===== config.mk =====
export PLATFORM = sky130hd
export DESIGN_NAME = ahb_rr_arbiter
export DESIGN_NICKNAME = d
export VERILOG_FILES = /design/src/rtl/ahb_pkg.sv /design/src/rtl/ahb_rr_pick.sv /design/src/rtl/ahb_rr_arbiter.sv
export SDC_FILE = /design/constraint.sdc
export NUM_CORES = 1
export LEC_CHECK = 0
export ABC_AREA = 1
export CAP_MARGIN = 5
export CORE_ASPECT_RATIO = 0.7
export CORE_UTILIZATION = 40
export CTS_CLUSTER_DIAMETER = 40
export DETAILED_ROUTE_END_ITERATION = 8
export PLACE_DENSITY_LB_ADDON = 0.12
export SYNTH_ARGS = -nofsm -noshare
export SYNTH_HDL_FRONTEND = slang
export SYNTH_SLANG_ARGS = --single-unit

===== constraint.sdc =====
create_clock -name hclk -period 1.3 [get_ports hclk]
set_input_delay 0.39 -clock hclk [delete_from_list [all_inputs] [get_ports hclk]]
set_output_delay 0.39 -clock hclk [all_outputs]
set_load 0.005 [all_outputs]

===== src/rtl/ahb_pkg.sv =====
// Shared AHB encodings and burst helpers for the bus arbiter.
package ahb_pkg;

  typedef enum logic [1:0] {
    HTRANS_IDLE   = 2'b00,
    HTRANS_BUSY   = 2'b01,
    HTRANS_NONSEQ = 2'b10,
    HTRANS_SEQ    = 2'b11
  } htrans_e;

  typedef enum logic [2:0] {
    HBURST_SINGLE = 3'd0,
    HBURST_INCR   = 3'd1,
    HBURST_WRAP4  = 3'd2,
    HBURST_INCR4  = 3'd3,
    HBURST_WRAP8  = 3'd4,
    HBURST_INCR8  = 3'd5,
    HBURST_WRAP16 = 3'd6,
    HBURST_INCR16 = 3'd7
  } hburst_e;

  typedef enum logic [1:0] {
    HRESP_OKAY  = 2'b00,
    HRESP_ERROR = 2'b01,
    HRESP_RETRY = 2'b10,
    HRESP_SPLIT = 2'b11
  } hresp_e;

  localparam int BEAT_W = 4;

  // Remaining beats after the NONSEQ beat; undefined-length INCR counts as a single.
  function automatic logic [BEAT_W-1:0] burst_len(input logic [2:0] hburst);
    case (hburst)
      HBURST_WRAP4,  HBURST_INCR4:  burst_len = 4'd3;
      HBURST_WRAP8,  HBURST_INCR8:  burst_len = 4'd7;
      HBURST_WRAP16, HBURST_INCR16: burst_len = 4'd15;
      default:                      burst_len = 4'd0;
    endcase
  endfunction

endpackage


===== src/rtl/ahb_rr_pick.sv =====
// Rotating priority encoder: first eligible requester strictly after ptr, wrapping.
module ahb_rr_pick #(
  parameter int N  = 4,
  parameter int IW = 2
) (
  input  logic [N-1:0]  req,
  input  logic [N-1:0]  mask,
  input  logic [IW-1:0] ptr,
  output logic [N-1:0]  onehot,
  output logic [IW-1:0] idx,
  output logic          valid
);

  logic [N-1:0]  elig;
  logic [IW-1:0] k;

  assign elig = req & ~mask;

  always_comb begin
    onehot = '0;
    idx    = '0;
    valid  = 1'b0;
    k      = '0;
    // ptr itself is visited last, so it only wins when nobody else asks
    for (int i = 1; i <= N; i++) begin
      k = IW'((int'(ptr) + i) % N);
      if (!valid && elig[k]) begin
        valid = 1'b1;
        idx   = k;
      end
    end
    if (valid) onehot[idx] = 1'b1;
  end

endmodule


===== src/rtl/ahb_rr_arbiter.sv =====
// AHB bus arbiter, fixed-priority or round-robin, burst and lock aware.
// Define AHB_ARB_SPLIT_EN to enable SPLIT masking driven by hsplit.
module ahb_rr_arbiter
  import ahb_pkg::*;
#(
  parameter  int NUM_MASTERS = 4,
  parameter  int DEF_MASTER  = 0,
  parameter  int RR_MODE     = 1,
  localparam int MW          = (NUM_MASTERS > 1) ? $clog2(NUM_MASTERS) : 1
) (
  input  logic                   hclk,
  input  logic                   hreset_n,
  input  logic [NUM_MASTERS-1:0] hbusreq,
  input  logic [NUM_MASTERS-1:0] hlock,
  input  logic [1:0]             htrans,
  input  logic [2:0]             hburst,
  input  logic                   hready,
  input  logic [1:0]             hresp,
  input  logic [15:0]            hsplit,
  output logic [NUM_MASTERS-1:0] hgrant,
  output logic [MW-1:0]          hmaster,
  output logic [MW-1:0]          hmaster_data,
  output logic                   hmastlock
);

  localparam logic [MW-1:0]          DEF_IDX    = MW'(DEF_MASTER);
  localparam logic [MW-1:0]          LAST_IDX   = MW'(NUM_MASTERS - 1);
  localparam logic [NUM_MASTERS-1:0] DEF_ONEHOT = NUM_MASTERS'(1) << DEF_MASTER;

  logic [BEAT_W-1:0]      beat_cnt;
  logic [MW-1:0]          grant_idx;
  logic [MW-1:0]          rr_ptr;
  logic [MW-1:0]          pick_ptr;
  logic [NUM_MASTERS-1:0] split_mask;
  logic [NUM_MASTERS-1:0] pick_onehot;
  logic [MW-1:0]          pick_idx;
  logic                   pick_valid;
  logic                   resp_err;
  logic                   err_first;
  logic                   lock_hold;
  logic                   arb_pt;
  logic                   unused_hsplit;

  assign unused_hsplit = ^hsplit;

  // A non-OKAY response drops any lock hold so the second response cycle can re-arbitrate.
  assign resp_err  = (hresp != HRESP_OKAY);
  assign err_first = !hready && resp_err;
  assign lock_hold = hmastlock && hlock[hmaster] && !resp_err;
  assign arb_pt    = hready && (beat_cnt <= BEAT_W'(1)) && !lock_hold;

  // Fixed priority is the rotating encoder parked on the last index.
  assign pick_ptr = (RR_MODE != 0) ? rr_ptr : LAST_IDX;

  ahb_rr_pick #(
    .N  (NUM_MASTERS),
    .IW (MW)
  ) u_pick (
    .req    (hbusreq),
    .mask   (split_mask),
    .ptr    (pick_ptr),
    .onehot (pick_onehot),
    .idx    (pick_idx),
    .valid  (pick_valid)
  );

  always_ff @(posedge hclk or negedge hreset_n) begin
    if (!hreset_n) begin
      beat_cnt <= '0;
    end else if (err_first) begin
      beat_cnt <= '0;
    end else if (hready) begin
      case (htrans)
        HTRANS_NONSEQ: beat_cnt <= burst_len(hburst);
        HTRANS_SEQ:    if (beat_cnt != '0) beat_cnt <= beat_cnt - BEAT_W'(1);
        default:       beat_cnt <= beat_cnt;
      endcase
    end
  end

  always_ff @(posedge hclk or negedge hreset_n) begin
    if (!hreset_n) begin
      hgrant    <= DEF_ONEHOT;
      grant_idx <= DEF_IDX;
      rr_ptr    <= DEF_IDX;
    end else if (arb_pt) begin
      if (pick_valid) begin
        hgrant    <= pick_onehot;
        grant_idx <= pick_idx;
        rr_ptr    <= pick_idx;
      end else begin
        hgrant    <= DEF_ONEHOT;
        grant_idx <= DEF_IDX;
      end
    end
  end

  // Address phase follows the grant, data phase follows the address phase.
  always_ff @(posedge hclk or negedge hreset_n) begin
    if (!hreset_n) begin
      hmaster      <= DEF_IDX;
      hmaster_data <= DEF_IDX;
      hmastlock    <= 1'b0;
    end else if (hready) begin
      hmaster      <= grant_idx;
      hmaster_data <= hmaster;
      hmastlock    <= hlock[grant_idx];
    end
  end

`ifdef AHB_ARB_SPLIT_EN
  logic [NUM_MASTERS-1:0] split_set;
  logic [NUM_MASTERS-1:0] split_clr;

  always_comb begin
    split_set = '0;
    split_clr = hsplit[NUM_MASTERS-1:0];
    if (err_first && (hresp == HRESP_SPLIT) && (hmaster_data != DEF_IDX))
      split_set[hmaster_data] = 1'b1;
  end

  // Clear after set so a same-cycle resume wins.
  always_ff @(posedge hclk or negedge hreset_n) begin
    if (!hreset_n) begin
      split_mask <= '0;
    end else begin
      split_mask <= (split_mask | split_set) & ~split_clr;
    end
  end
`else
  assign split_mask = '0;
`endif

endmodule


### Word level (Yosys, flattened, before mapping)

Cells that the tools add are included.

| cells by class | value |
|---|---|
| add/subtract/negate cells | 5 |
| $lt $le $gt $ge | 9 |
| eq/ne operators | 9 |
| multiplexer cells | 29 |
| reductions and logical operators | 24 |

Operators with widths:

| operator | count |
|---|---|
| $lt A2 B3 Y1 const B | 7 |
| $mux W4 | 4 |
| $bmux W1 S2 | 6 |
| $eq A3 B3 Y1 const B | 4 |
| $pmux W4 S3 | 1 |
| $mux W1 | 11 |
| $mux W2 | 5 |
| $logic_and A1 B1 Y1 | 9 |
| $pmux W4 S2 | 1 |
| $eq A3 B2 Y1 const B | 2 |
| $logic_not A1 Y1 | 6 |
| $reduce_or A2 Y1 | 3 |
| $add A2 B1 Y2 const B | 2 |
| $add A2 B2 Y2 const B | 2 |
| $eq A2 B2 Y1 const B | 2 |
| $le A4 B1 Y1 const B | 1 |
| $reduce_bool A2 Y1 | 2 |
| $reduce_bool A4 Y1 | 1 |
| $sub A4 B1 Y4 const B | 1 |
| $ne A3 B3 Y1 const B | 1 |
| $reduce_and A3 Y1 | 1 |
| $reduce_bool A3 Y1 | 1 |
| $demux W1 S2 | 1 |
| $ge A2 B1 Y1 const B | 1 |
| $reduce_and A2 Y1 | 1 |

| storage, ports and cells | value |
|---|---|
| register bits after elaboration | 17 |
| input port bits | 34 |
| output and inout port bits | 9 |
| word-level logic and storage cells | 83 |

### Depth between registers and ports, before layout

Gate-level depths: netlist (run 1).

| logic depth | value |
|---|---|
| depth in word-level cells | 18 |
| gate-level depth with buffers | 13 |
| mapped depth without buffers | 12 |

### Cells and area by module

From an unflattened synthesis (run 1), not the netlist that was laid out.

| unflattened totals | value |
|---|---|
| cells, all modules | 193 |
| area total of the unflattened synthesis | 1249.9 sq um |

Modules (own cells, without submodules):

| module | times used | cells an instance | area an instance (sq um) | sequential area each (sq um) |
|---|---|---|---|---|
| ahb_rr_arbiter | 1 | 117 | 888.4 | 426.7 |
| ahb_rr_pick | 1 | 76 | 361.6 | 0.0 |

### Worst setup path before layout (run 1)

Ideal clock, no wire load.

| path | value |
|---|---|
| path type | register to register |
| from | register beat_cnt[0] |
| to | register rr_ptr[1] (netlist: pick_ptr[1]) |
| setup time | 0.117 ns |
| arrival | 1.353 ns |
| data required time | 1.183 ns |
| path slack | -0.170 ns |
| cell stages (with the launch flop) | 10 |
| path buffers | 0 |
| clock period less this slack | 1.470 ns |
| path through | dfrtp_1 inv_1 ha_1 o21ai_0 nor2_1 nand2_1 inv_1 o21ai_0 nand2_1 nand2_1 |

| between the ends | value |
|---|---|
| word-level cells in the longest chain between the ends | 4 |

RTL lines:

| item | line | RTL |
|---|---|---|
| from (decl) | ahb_rr_arbiter.sv:30 | `logic [BEAT_W-1:0] beat_cnt;` |
| from (signal assigned) | ahb_rr_arbiter.sv:74 | `HTRANS_NONSEQ: beat_cnt <= burst_len(hburst);` |
| from (signal assigned) | ahb_rr_arbiter.sv:75 | `HTRANS_SEQ: if (beat_cnt != '0) beat_cnt <= beat_cnt - BEAT_W'(1);` |
| from (signal assigned) | ahb_rr_arbiter.sv:76 | `default: beat_cnt <= beat_cnt;` |
| $le A4 B1 Y1 | ahb_rr_arbiter.sv:50 | `assign arb_pt = hready && (beat_cnt <= BEAT_W'(1)) && !lock_hold;` |
| $logic_and A1 B1 Y1 (2 in series) | ahb_rr_arbiter.sv:50 |  |
| $reduce_and A2 Y1 (no line) | n/a |  |
| to (signal assigned) | ahb_rr_arbiter.sv:90 | `rr_ptr <= pick_idx;` |
| to (decl) | ahb_rr_arbiter.sv:32 | `logic [MW-1:0] rr_ptr;` |

Every way passes these cells.
A chain may end at the register's enable or synchronous reset.

### Worst setup path after layout (run 1)

| path | value |
|---|---|
| from | register rr_ptr[0] (netlist: pick_ptr[0]) |
| to | register hgrant[1] |

| between the ends | value |
|---|---|
| word-level cells in the longest chain between the ends | 18 |
| elaborated cells between the ends (all ways) | 32 |
| those cells by class | add/sub: 4; order compare: 2; mux: 19; reduce/logical: 7 |

RTL lines:

| item | line | RTL |
|---|---|---|
| $add A2 B1 Y2 | ahb_rr_pick.sv:26 | `k = IW'((int'(ptr) + i) % N);` |
| $bmux W1 S2 | ahb_rr_pick.sv:27 | `if (!valid && elig[k]) begin` |
| $mux W1 (implied by the code) | ahb_rr_pick.sv:27 |  |
| $mux W1 | ahb_rr_pick.sv:27 |  |
| $logic_not A1 Y1 | ahb_rr_pick.sv:27 |  |
| $logic_and A1 B1 Y1 | ahb_rr_pick.sv:27 |  |
| $mux W1 | ahb_rr_pick.sv:27 |  |
| $logic_not A1 Y1 | ahb_rr_pick.sv:27 |  |
| [2 not listed] | n/a |  |
| $logic_not A1 Y1 | ahb_rr_pick.sv:27 |  |
| $logic_and A1 B1 Y1 | ahb_rr_pick.sv:27 |  |
| $mux W2 | ahb_rr_pick.sv:27 |  |
| $lt A2 B3 Y1 (implied by the code) or $ge A2 B1 Y1 (tied branches) | ahb_rr_pick.sv:32 | `if (valid) onehot[idx] = 1'b1;` |
| $logic_and A1 B1 Y1 (implied by the code) | ahb_rr_pick.sv:32 |  |
| $mux W1 (implied by the code) | ahb_rr_pick.sv:32 |  |
| $demux W1 S2 | n/a |  |
| $mux W4 * | ahb_rr_arbiter.sv:87 | `if (pick_valid) begin` |
| to (signal assigned) | ahb_rr_arbiter.sv:88 | `hgrant <= pick_onehot;` |
| to (decl) | ahb_rr_arbiter.sv:20 | `output logic [NUM_MASTERS-1:0] hgrant,` |

Mark *: on every way between the ends. The rest lies on a longest branch, timed or not. The select of a mux whose other input is x is not followed.

==> results of run 1 <==
-- metal layers --
layer	part of all wire [%]	vias to the layer above	GRT usage [%]
li1	-	651	-
met1	51	588	30.3
met2	43	35	30.1
met3	5.9	0	5.71
met4	0	0	1.28
met5	0	-	0
-- worst reg2reg max path: cells and delay by family (launching register included) --
family	cells	cell delay [ps]
compound gates	1	150
buf+inv	1	170
flops	1	460
simple gates	8	730
-- what timing repair did --
item                                   in CTS  in global routing
setup endpoints to repair                  21                 19
pin swaps                                  13                 14
setup buffers                               5                  1
resized for setup                          38                 35
endpoints found under the hold margin       0                  0
-- flip-flops by register name, summed over array words and instances (netlist names) --
name / count
beat_cnt: 4
hgrant: 4
grant_idx: 2
hmaster: 2
hmaster_data: 2
pick_ptr: 2
hmastlock: 1
-- final timing paths --
kind,startpoint,end,slack (ps),depth (start not counted)
max,pick_ptr[0],hgrant[1],-280,10
min,hreset_n,hmaster[0],470,2
max reg2reg,pick_ptr[0],hgrant[1],-280,10
min reg2reg,hgrant[1],hgrant[1],480,2
max in group asynchronous,hreset_n,hgrant[0],610,2
min in group hclk,hgrant[1],hgrant[1],480,2
-- power breakdown --
| group | leakage, nW | total (mW) | internal, mW | switching [mW] |
|---|---|---|---|---|
| sequential | 0.213 | 0.900 | 0.738 | 0.162 |
| combinational | 0.754 | 2.54 | 1.12 | 1.42 |
| clock | 0.0255 | 0.389 | 0.212 | 0.176 |
| total | 0.992 | 3.83 | 2.07 | 1.76 |
-- layout make-up --
cell class | count | area (sq um)
Fill cell | 239 | 930
Clock inverter | 1 | 5.00
Sequential cell | 17 | 429
Timing Repair Buffer | 52 | 483
Multi-Input combinational cell | 126 | 768
Inverter | 25 | 101
Clock buffer | 3 | 41.3
Tap cell | 36 | 45.0
-- layout by cell type (no fill, tap or decap), types with 2 or more instances in the layout --
master,instances
dlymetal6s2s_1,2
clkbuf_8,3
nand2_2,13
o21ai_2,4
o21ai_1,6
nand3_1,6
dlygate4sd2_1,7
buf_4,23
nor2_1,10
a21oi_1,4
nand4_1,4
clkdlybuf4s50_1,8
buf_12,2
dfrtp_2,2
o22ai_1,2
inv_2,5
inv_1,17
nand2_1,42
dfrtp_1,14
clkdlybuf4s15_1,7
nand3_2,5
inv_4,3
buf_6,3
nor2_2,2
o21ai_0,6
nand2_4,13
-- kinds of logic (layout without fill, tap and decap cells) --
kind of cell               Yosys count  in the layout  share of synthesized area [%]
xor gates and xnor gates             1              1                          0.741
AOI/OAI and AO/OA                   26             26                           12.2
and+or+nand+nor                     97             97                           39.2
adders and majority gates            2              2                           2.12
buffers and inverters               27             81                           9.74
DFF                                 17             17                           36.1
==> reports/metrics.cfg, run 1 <==
[clock_tree]
cts-root-buf = clkbuf_8
clock_sinks = 17
cts_max_level = 1
cts_tree = built
cts.clk_slew.worst_paths_ps = 70
clk_latency_ps = 250
numCtsBuffers = 3
ctsHoldBuffers = 0
clock_path_buffers = 2

[synth]
syn_area_sq_um = 1180
ys_seq_area_share_pct = 36.1
synth_area_leaders = dfrtp_1 (34%), nand2_1 (17%), inv_1 (7.3%)
ys_async_sr_fraction_pct = 100
yosys_warnings = 0
avgSynthCellArea_sq_um = 6.96
synth_top_area_cell = dfrtp_1
netlist_instances = 170
synth_ff_type = dfrtp_1
synth-seq-cells = 17
synth_most_common_cell = nand2_1
synth_commonest_cells = nand2_1 (52), inv_1 (23), dfrtp_1 (16), nand2_2 (13), o21ai_0 (13)
synth_edf_count = 0
syn_nets = 206
synth.distinct_cells = 26
synth_top_area_share_pct = 33.9

[die]
die_y_um = 47.5
placementRows = 16
coreArea_sq_um = 2800
dieWidth_um = 67.0
initial_core_util_pct = 42.2
die-area_sq_um = 3180
io_pins = 43

[power_and_ir_drop]
irDropWorstVdd_v = 0.000860
p_leak_nw = 0.992
p_total_mw = 3.83
power.density_nw_per_um2 = 2050

[worst_setup_path]
cp.arrival_ps = 1760
path_common_cell = nand2_1
critPathCaptureType = flop
worstPathRequired_ps = 1490
worst-path-buf-inv = 1
path_class = reg2reg
cp-start-kind = flop
slowest_stage = dfrtp_2
critPathMaxFanout = 6
path_delay_family = simple AND/OR/NAND/NOR gates
cpPeakStageDelay_ps = 460
crit_chain = buf_6, nand2_1, nand2_1, nand2_1, nand2_2, o21ai_2, nand3_2, nand2_4, nand3_2, nand2_1

[finish]
fin_area_sq_um = 1870
layout.nets = 261
n_antenna_cell = 0
drive_above_1_share_pct = 37.5
syn2layout_area_growth_pct = 58.4
fin_cells = 260
final_util_pct = 66.8

[sta]
fin_ws_ps = -279
min_period_ps = 1580
fmax_ghz = 0.633
grt_setup_unrepaired = yes
clock_skew_ps = 6.58
setup_viol = 8
fin_setup_tns_ps = -2000
relSlewSlack_pct = 87.6
fin_hold_ws_ps = 469
slew_violations = 0
worstMarginPinSlew_ps = 184
finalHoldViolations = 0
finalCritPeriodShare_pct = 121

[global_routing]
track_usage_pct = 20.2
antenna_found_initial = 0
grt_pass1_wl_mm = 4.69
grt_max_degree = 18
grt.overflow.total = 0
grt_pass1_vias = 1040

[routing]
dr.pass1.iters = 4
via_per_inst = 4.90
avgRoutedWirePerCell_um = 12.1
drc = 0
drt_iter0_drc = 101
vias = 1274
wl_mm = 3.15
ant_nets = 0

[run_status]
violations = negative setup slack
status = finished with violations

[place]
dpl_worst_slack_ps = -585
dpl.hpwl_mm = 2.40
place.gp.congestion = 0.946
placed_cells = 250
numPortBuffers = 25
postPlaceCellArea_sq_um = 1650

[job]
drv_cap = 0

[worst_hold_path]
hold_path_class = in2async

(Power assumes the default switching activity.)
==> run 2: changes to the inputs <==
CORE_MARGIN = 1.5   (was not set)
==> run 2 against run 1 <==
  * The flow still finishes with violations (negative setup slack)
  * Utilization grew 2.1 points
  * Fmax grew 1.1%
  * Flip-flop and latch count is the same
  * Clock power is essentially flat
  * Cell count grew 1.5%
  * Via count grew 1.5%
  * Combinational power grew 6%
  * Design area grew 3.1%
  * Global-route usage grew 2.6 points
  * Critical path depth grew 2
  * Clock-buffer cell count grew 1
  * Power grew 3.8%
  * Critical endpoint is now hgrant[3]
  * Largest cell class unchanged
  * Highest routed layer is now met4
==> reports/metrics.cfg, run 2 (synthesis gave the netlist of run 1 again) <==
[die]
placementRows = 16
coreArea_sq_um = 2800
dieWidth_um = 68.0
initial_core_util_pct = 42.2
die-area_sq_um = 3300
die_y_um = 48.5
io_pins = 43

[power_and_ir_drop]
irDropWorstVdd_v = 0.00110
p_leak_nw = 1.03
power.density_nw_per_um2 = 2060
p_total_mw = 3.98

[sta]
worstMarginPinSlew_ps = 247
fin_setup_tns_ps = -1790
grt_setup_unrepaired = yes
slew_violations = 0
relSlewSlack_pct = 83.6
setup_viol = 8
finalHoldViolations = 0
fin_ws_ps = -262
min_period_ps = 1560
finalCritPeriodShare_pct = 120
clock_skew_ps = 2.66
fmax_ghz = 0.640

[worst_setup_path]
path_class = reg2reg
cp-start-kind = flop
crit_chain = buf_6, nand2_2, nand2_2, nand2_4, nand2_4, nor2_4, nand3_2, nand2_2, nand2_4, nand2_4, nand3_4, nand2_2
slowest_stage = dfrtp_2
critPathMaxFanout = 6
cp.arrival_ps = 1750
worstPathRequired_ps = 1490
critPathCaptureType = flop
cpPeakStageDelay_ps = 450

[global_routing]
track_usage_pct = 22.8
antenna_found_initial = 0
grt_pass1_vias = 1244
grt_pass1_wl_mm = 5.60
grt_max_degree = 18
grt.overflow.total = 0

[finish]
final_util_pct = 68.9
n_antenna_cell = 0
largestRegisters = beat_cnt: 4 flops, hgrant: 4 flops
layout_common_cells = nand2_1 (41), buf_4 (26), inv_1 (17)
fill_cells = 244
ff_latch_area_sq_um = 428
fin_cells = 264
layout.nets = 265
syn2layout_area_growth_pct = 63.3
final_common_cell = nand2_1
multi_input_area_sq_um = 792
drive_above_1_share_pct = 39.0

[routing]
vias = 1293
wl_mm = 3.40
drt_iter0_drc = 85
dr.pass1.iters = 4
drc = 0
via_per_inst = 4.90
ant_nets = 0
avgRoutedWirePerCell_um = 12.9

[run_status]
violations = negative setup slack
status = finished with violations

[place]
place.gp.congestion = 0.946
numPortBuffers = 25
dpl.hpwl_mm = 2.52
placed_cells = 250

[clock_tree]
cts_tree = built
cts-root-buf = clkbuf_8
clock_sinks = 17
cts.clk_slew.worst_paths_ps = 60
clock_path_buffers = 2
cts_max_level = 1
numCtsBuffers = 3
clk_latency_ps = 250

[worst_hold_path]
hold_path_class = in2async

[job]
drv_cap = 0

-- run 2: cell types whose count changed in the layout (fill, tap and decap cells not counted), sizes merged --
cell / change
dlymetal6s2s: +1
clkbuf: +1
buf: +4
clkdlybuf4s50: -1
clkinv: -1
-- run 2: what timing repair did --
action | in CTS | in global routing
pin swaps | 14 | 16
cloned | 0 | 0
setup buffers | 8 | 2
resized for setup | 41 | 37
endpoints found under the setup margin | 21 | 21
hold buffers | 0 | 0
-- run 2: cell type report --
type | instances | area share [%]
Clock buffer | 4 | 2.33
Inverter | 25 | 5.25
Multi-Input combinational cell | 126 | 41.0
Sequential cell | 17 | 22.2
Tap cell | 36 | 2.33
Timing Repair Buffer | 56 | 26.9
-- run 2: critical path: cells and delay by family (launching register included) --
kind,cells,cell delay [ps]
AND/OR/NAND/NOR,11,880
buffers and inverters,1,160
flip-flops,1,450
-- run 2: metrics by stage --
stage	setup WS (ps)	instance area, sq um	hold slack, ps
2_1_floorplan	-43.2	1200	94.4
3_3_place_gp	-543	1650	457
3_5_place_dp	-611	1650	467
4_1_cts	-245	1790	476
5_1_grt	-364	1930	470
6_report	-262	1930	474
-- run 2: layer usage --
layer	vias up	part of all wire, %	global-route usage (%)	wire length, um
li1	657	-	-	-
met1	608	49	33.2	1680
met2	26	46	35.6	1570
met3	2	4.4	5.81	151
met4	0	0.26	2.00	9
met5	-	0	0	0
-- run 2: worst paths after layout --
path	start	end	slack, ps	cells past startpoint
max in group asynchronous	hreset_n	hgrant[0]	610	2
setup reg to reg	pick_ptr[0]	hgrant[3]	-260	12
hold / removal	hreset_n	hmaster[1]	470	2
hold reg to reg	hmaster_data[1]	hmaster_data[1]	490	2
setup / recovery	pick_ptr[0]	hgrant[3]	-260	12
min in group hclk	hmaster_data[1]	hmaster_data[1]	490	2
-- run 2: report_power, final --
part | switching [mW] | internal, mW
Clock | 0.170 | 0.217
Combinational | 1.47 | 1.22
Sequential | 0.162 | 0.735
